[src/rtl/switch_event_ctrl.sv]
// One-shot switch-majority event controller: sync + debounce the button, sample switches once per press,
// pulse event/reject on popcount vs THRESH. Define SEC_EVENT_COUNTER_EN for a saturating event counter.
module switch_event_ctrl #(
    parameter int SW_W     = 10,
    parameter int THRESH   = 3,
    parameter int DEB_CYC  = 16,
    parameter int HOLD_CYC = 8,
    parameter int CNT_W    = 8
) (
    input  logic                      SEC_CLK50MHZ,
    input  logic                      SEC_rst_n,
    input  logic [SW_W-1:0]           SEC_sw,
    input  logic                      SEC_btn,
    input  logic                      SEC_en,
    output logic                      SEC_event,
    output logic                      SEC_reject,
    output logic [$clog2(SW_W+1)-1:0] SEC_popcnt,
    output logic                      SEC_busy
`ifdef SEC_EVENT_COUNTER_EN
    ,output logic [CNT_W-1:0]         SEC_event_cnt
`endif
);
    localparam int PCW  = $clog2(SW_W + 1);
    localparam int TMAX = (DEB_CYC > HOLD_CYC) ? DEB_CYC : HOLD_CYC;
    localparam int TW   = $clog2(TMAX + 1);
    localparam logic [TW-1:0] DEB_LAST  = TW'(DEB_CYC - 1);
    localparam logic [TW-1:0] HOLD_LAST = TW'(HOLD_CYC - 1);
    localparam logic [31:0]   THR       = THRESH;

    typedef enum logic [2:0] {IDLE, DEBOUNCE, EVAL, HOLDOFF, WAIT_REL} state_t;

    state_t          state, state_nx;
    logic [TW-1:0]   cnt, cnt_nx;
    logic            btn_m, btn_s, btn_d;
    logic [SW_W-1:0] sw_m, sw_s;
    logic [1:0]      settle;
    logic            armed;
    logic            rise, latch, hit;
    logic [PCW-1:0]  pc;

    // Synchronisers plus an arm flag: after reset the synced button must be
    // seen low once, so a button held through reset cannot fire a press.
    always_ff @(posedge SEC_CLK50MHZ or negedge SEC_rst_n) begin
        if (!SEC_rst_n) begin
            btn_m  <= 1'b0;
            btn_s  <= 1'b0;
            btn_d  <= 1'b0;
            sw_m   <= '0;
            sw_s   <= '0;
            settle <= 2'd0;
            armed  <= 1'b0;
        end else begin
            btn_m <= SEC_btn;
            btn_s <= btn_m;
            btn_d <= btn_s;
            sw_m  <= SEC_sw;
            sw_s  <= sw_m;
            if (settle != 2'd2) settle <= settle + 2'd1;
            if (settle == 2'd2 && !btn_s) armed <= 1'b1;
        end
    end

    assign rise = btn_s & ~btn_d;

    always_comb begin
        pc = '0;
        for (int i = 0; i < SW_W; i++) pc = pc + PCW'(sw_s[i]);
    end

    assign hit = (32'(pc) >= THR);

    always_comb begin
        state_nx = state;
        cnt_nx   = cnt;
        latch    = 1'b0;
        case (state)
            IDLE: begin
                if (rise && SEC_en && armed) begin
                    state_nx = DEBOUNCE;
                    cnt_nx   = '0;
                end
            end
            DEBOUNCE: begin
                if (!btn_s || !SEC_en)  state_nx = IDLE;
                else if (cnt == DEB_LAST) state_nx = EVAL;
                else                    cnt_nx   = cnt + TW'(1);
            end
            EVAL: begin
                latch    = 1'b1;
                state_nx = HOLDOFF;
                cnt_nx   = '0;
            end
            HOLDOFF: begin
                // A released button skips WAIT_REL entirely.
                if (cnt == HOLD_LAST) state_nx = btn_s ? WAIT_REL : IDLE;
                else                  cnt_nx   = cnt + TW'(1);
            end
            WAIT_REL: begin
                if (!btn_s) state_nx = IDLE;
            end
            default: state_nx = IDLE;
        endcase
    end

    always_ff @(posedge SEC_CLK50MHZ or negedge SEC_rst_n) begin
        if (!SEC_rst_n) begin
            state      <= IDLE;
            cnt        <= '0;
            SEC_event  <= 1'b0;
            SEC_reject <= 1'b0;
            SEC_popcnt <= '0;
        end else begin
            state      <= state_nx;
            cnt        <= cnt_nx;
            SEC_event  <= latch & hit;
            SEC_reject <= latch & ~hit;
            if (latch) SEC_popcnt <= pc;
        end
    end

    assign SEC_busy = (state != IDLE);

`ifdef SEC_EVENT_COUNTER_EN
    always_ff @(posedge SEC_CLK50MHZ or negedge SEC_rst_n) begin
        if (!SEC_rst_n)
            SEC_event_cnt <= '0;
        else if (latch && hit && SEC_event_cnt != {CNT_W{1'b1}})
            SEC_event_cnt <= SEC_event_cnt + CNT_W'(1);
    end
`endif

endmodule
[config.mk]
export PLATFORM = sky130hd
export DESIGN_NAME = switch_event_ctrl
export DESIGN_NICKNAME = d
export VERILOG_FILES = /design/src/rtl/switch_event_ctrl.sv
export SDC_FILE = /design/constraint.sdc
export NUM_CORES = 1
export LEC_CHECK = 0
export CAP_MARGIN = 20
export CELL_PAD_IN_SITES_DETAIL_PLACEMENT = 1
export CELL_PAD_IN_SITES_GLOBAL_PLACEMENT = 2
export CORE_MARGIN = 2
export CORE_UTILIZATION = 40
export CTS_CLUSTER_SIZE = 24
export DETAILED_ROUTE_END_ITERATION = 7
export DONT_BUFFER_PORTS = 1
export PLACE_DENSITY = 0.73
export SYNTH_ARGS = -nofsm -noshare
export SYNTH_HDL_FRONTEND = slang
export SYNTH_SLANG_ARGS = --single-unit
[constraint.sdc]
create_clock -name SEC_CLK50MHZ -period 6.5 [get_ports SEC_CLK50MHZ]
set_input_delay 0.65 -clock SEC_CLK50MHZ [delete_from_list [all_inputs] [get_ports SEC_CLK50MHZ]]
set_output_delay 0.65 -clock SEC_CLK50MHZ [all_outputs]
set_load 0.03 [all_outputs]
==> impl_metrics.csv <==
group,metric,value,unit
synth,ys_ff_latch,40,
drt,viasPerCell,4.84,
setup_path,cp_max_fo,3,
cts,path_clk_slew,0.08,ns
layout,final_common_cell,"dfrtp_1",
timing,fmax,0.326,GHz
synth,synth_compound_area_share,6.70,%
timing,rsz0062_at_grt,"no",
layout,layout_common_cells,"dfrtp_1, inv_1, nand2_1, fa_1",
floorplan,rows,23,
drt,drt-wirelength-per-cell,14.0,µm
synth,ys_types,32,
synth,synth_xor_area_share,1.08,%
layout,seqCellArea,1000,µm²
pwr,p_sw,0.171,mW
synth,synth-adder-area-share,11.2,%
drt,wl,2.50,mm
layout,final_nets,152,
setup_path,start_kind,"register",
pwr,p_int,0.435,mW
synth,syn-cell-area,1620,µm²
cts,cts_buffers,5,
job,drv_cap,0,
timing,drv_slew,0,
setup_path,r2r_cells,11,
layout,nFillCells,414,
grt,overflow,0,
setup_path,max_stage_delay,0.54,ns
layout,antenna_cells,0,
pwr,seqPwrFrac,48.8,%
cts,postCtsResizedCells,0,
place,port_buffers,0,
layout,syn2layout_area_growth,9.48,%
cts,cts_buffer_depth,2,
grt,grt_pass1_wl,4.17,mm
grt,grt_pass1_vias,942,
hold_path,hold_class,"primary input to asynchronous set/reset pin",
setup_path,rr_startpoint,"sw_s[5]",
cts,clock-root-buffer,"clkbuf_8",
synth,avgSynthCellArea,13.3,µm²
floorplan,start_util,41.2,%
pwr,pwr-share-clk,32.8,%
cts,clk_latency,0.30,ns
drt,ant_nets,0,
synth,postSynthCellCount,122,
drt,firstDrtPassIters,4,
place,dp_hpwl,1.80,mm
synth,synth_area_leader_cell,"dfrtp_1",
pwr,leakagePower,0.859,nW
run_status,status,"complete, no violations",
setup_path,r2r_end,"SEC_reject",
layout,final-instance-count-excl-fill,178,
setup_path,path_common_cell,"fa_1",
setup_path,path_class,"register to register",
layout,drive_gt1_share,10.2,%
grt,grtUsageTotal,13.1,%
setup_path,critPathSlowestCell,"fa_1",
timing,tns,0,ns
synth,yosysTopAreaCellShare,61.6,%
setup_path,critPathArrivalTime,3.29,ns
place,dp_cells,170,
floorplan,die_area,4590,µm²
grt,grt_max_degree,41,
timing,skew,0.0116,ns
timing,finalSetupViolations,0,
setup_path,cp.required,6.72,ns
setup_path,crit_chain,"fa_1 -> inv_1 -> fa_1 -> fa_1 -> inv_1 -> ha_1 -> inv_1 -> fa_1 -> xor2_1 -> nand3_1 -> nor2_1",
cts,cts_setup_buffers,0,
synth,yosysWarningCount,0,
timing,period_share,47.2,%
floorplan,io_pins,21,
cts,htree_num_levels,2,
timing,period_needed,3.07,ns
drt,drc,0,
cts,cts_hold_buf,0,
drt,vias,862,
grt,antenna_found_initial,0,
timing,max-slew-margin-rel,70.1,%
synth,yosysSeqAreaShare,61.6,%
synth,synth_top_family_by_area,"adder cells",
floorplan,die_h,67.7,µm
cts,cts_tree,"done",
pwr,power.total,0.605,mW
layout,multi_input_area,536,µm²
pwr,p_comb_share,18.4,%
pwr,swShare,28.2,%
floorplan,die_w,67.7,µm
synth,synth_mux_area_share,3.08,%
timing,hold_viol_final,0,
place,place_congestion,0.781,
drt,initialDrtViolationCount,28,
floorplan,core,3940,µm²
synth,syn_nets,147,
setup_path,critPathTopFamily,"adder cells",
setup_path,reg2reg_slack,3.43,ns
setup_path,cp-end-kind,"register",
synth,synthSimpleGateAreaFrac,10.9,%
timing,worst_slew_pin_slew,0.449,ns
pwr,irDropWorstVdd,144,µV
synth,ys_top_cells_by_area,"dfrtp_1, fa_1, inv_1, ha_1, nand2_1",
pwr,power_density,340,nW/µm²
cts,clock-sinks,40,
setup_path,crit_buf_inv,3,
==> layout make-up <==
class | count | share of cell area (%)
Inverter | 19 | 4.01
Clock buffer | 6 | 4.08
Tap cell | 50 | 3.52
Multi-Input combinational cell | 61 | 30.1
Clock inverter | 2 | 1.97
Sequential cell | 40 | 56.3
==> routing by layer <==
layer  vias up  part of all wire (%)  GRT usage [%]
li1        400                     -              -
met1       444                    45           14.0
met2        13                    48           21.7
met3         5                   4.7           6.17
met4         0                   1.9           6.12
met5         -                     0              0
==> how the worst max path moves through the flow <==
stage	to	from	cells after the start
after global placement	SEC_reject	sw_s[5]	11
after global routing	SEC_reject	sw_s[5]	11
after floorplan	SEC_event	sw_s[5]	10
after CTS	SEC_reject	sw_s[5]	11
after detailed placement	SEC_reject	sw_s[5]	11
final	SEC_reject	sw_s[5]	11
==> worst reg2reg max path: cells and delay by family, from the launching register on <==
kind	cells	cell delay (ns)
DFF	1	0.39
adders and majority gates	5	1.99
buffers and inverters	3	0.17
and+or+nand+nor	2	0.21
xor gates and xnor gates	1	0.25
==> Yosys cell counts <==
library cell,number
a211o_1,1
a21o_1,3
a21oi_1,3
a31oi_1,1
a32o_1,1
and3_1,1
and3b_1,1
and4bb_4,1
buf_2,1
buf_6,1
dfrtp_1,40
fa_1,6
ha_1,5
inv_1,18
inv_2,1
mux2_4,2
mux2i_1,2
nand2_1,10
nand2_4,1
nand2b_1,2
nand3_1,2
nand3b_1,1
nand4b_1,1
nor2_1,4
nor2b_1,1
nor4b_1,2
o21ai_0,1
o21ai_1,3
o221ai_4,1
or3_1,3
xnor2_1,1
xor2_1,1
==> cells by family after synthesis <==
family	Yosys count
multiplexers	4
XOR/XNOR	2
AO/OA/AOI/OAI	14
adder cells (fa/ha/maj)	11
AND/OR/NAND/NOR	30
buffers and inverters	21
flip-flops	40
==> power groups by stage <==
stage / clock network, mW / logic, mW / registers [mW]
6_report: 0.199 / 0.111 / 0.295
5_1_grt: 0.217 / 0.126 / 0.300
4_1_cts: 0.204 / 0.115 / 0.295
3_5_place_dp: 0 / 0.115 / 0.300
3_3_place_gp: 0 / 0.108 / 0.299
2_1_floorplan: 0 / 0.102 / 0.288
==> sequential cells by signal, indices dropped and copies added, names as in the netlist <==
| register | count |
|---|---|
| btn_m | 1 |
| SEC_reject | 1 |
| cnt | 5 |
| SEC_event | 1 |
| btn_s | 1 |
| sw_s | 10 |
| state | 3 |
| armed | 1 |
| sw_m | 10 |
| settle | 2 |
| btn_d | 1 |
| SEC_popcnt | 4 |
==> stage by stage <==
| step | hold WS [ns] | setup WS (ns) | util [%] | area (µm²) |
|---|---|---|---|---|
| final | 0.0381 | 3.43 | 45.1 | 1780 |
| after floorplan | 0.331 | 3.58 | - | 1620 |
| after global placement | 0.334 | 3.48 | 42.4 | 1670 |
| after detailed placement | 0.340 | 3.39 | 42.4 | 1670 |
| after global routing | 0.0165 | 3.24 | 45.1 | 1780 |
| after CTS | 0.0280 | 3.38 | 45.1 | 1780 |
No activity file was read; power rests on OpenSTA's default activity.
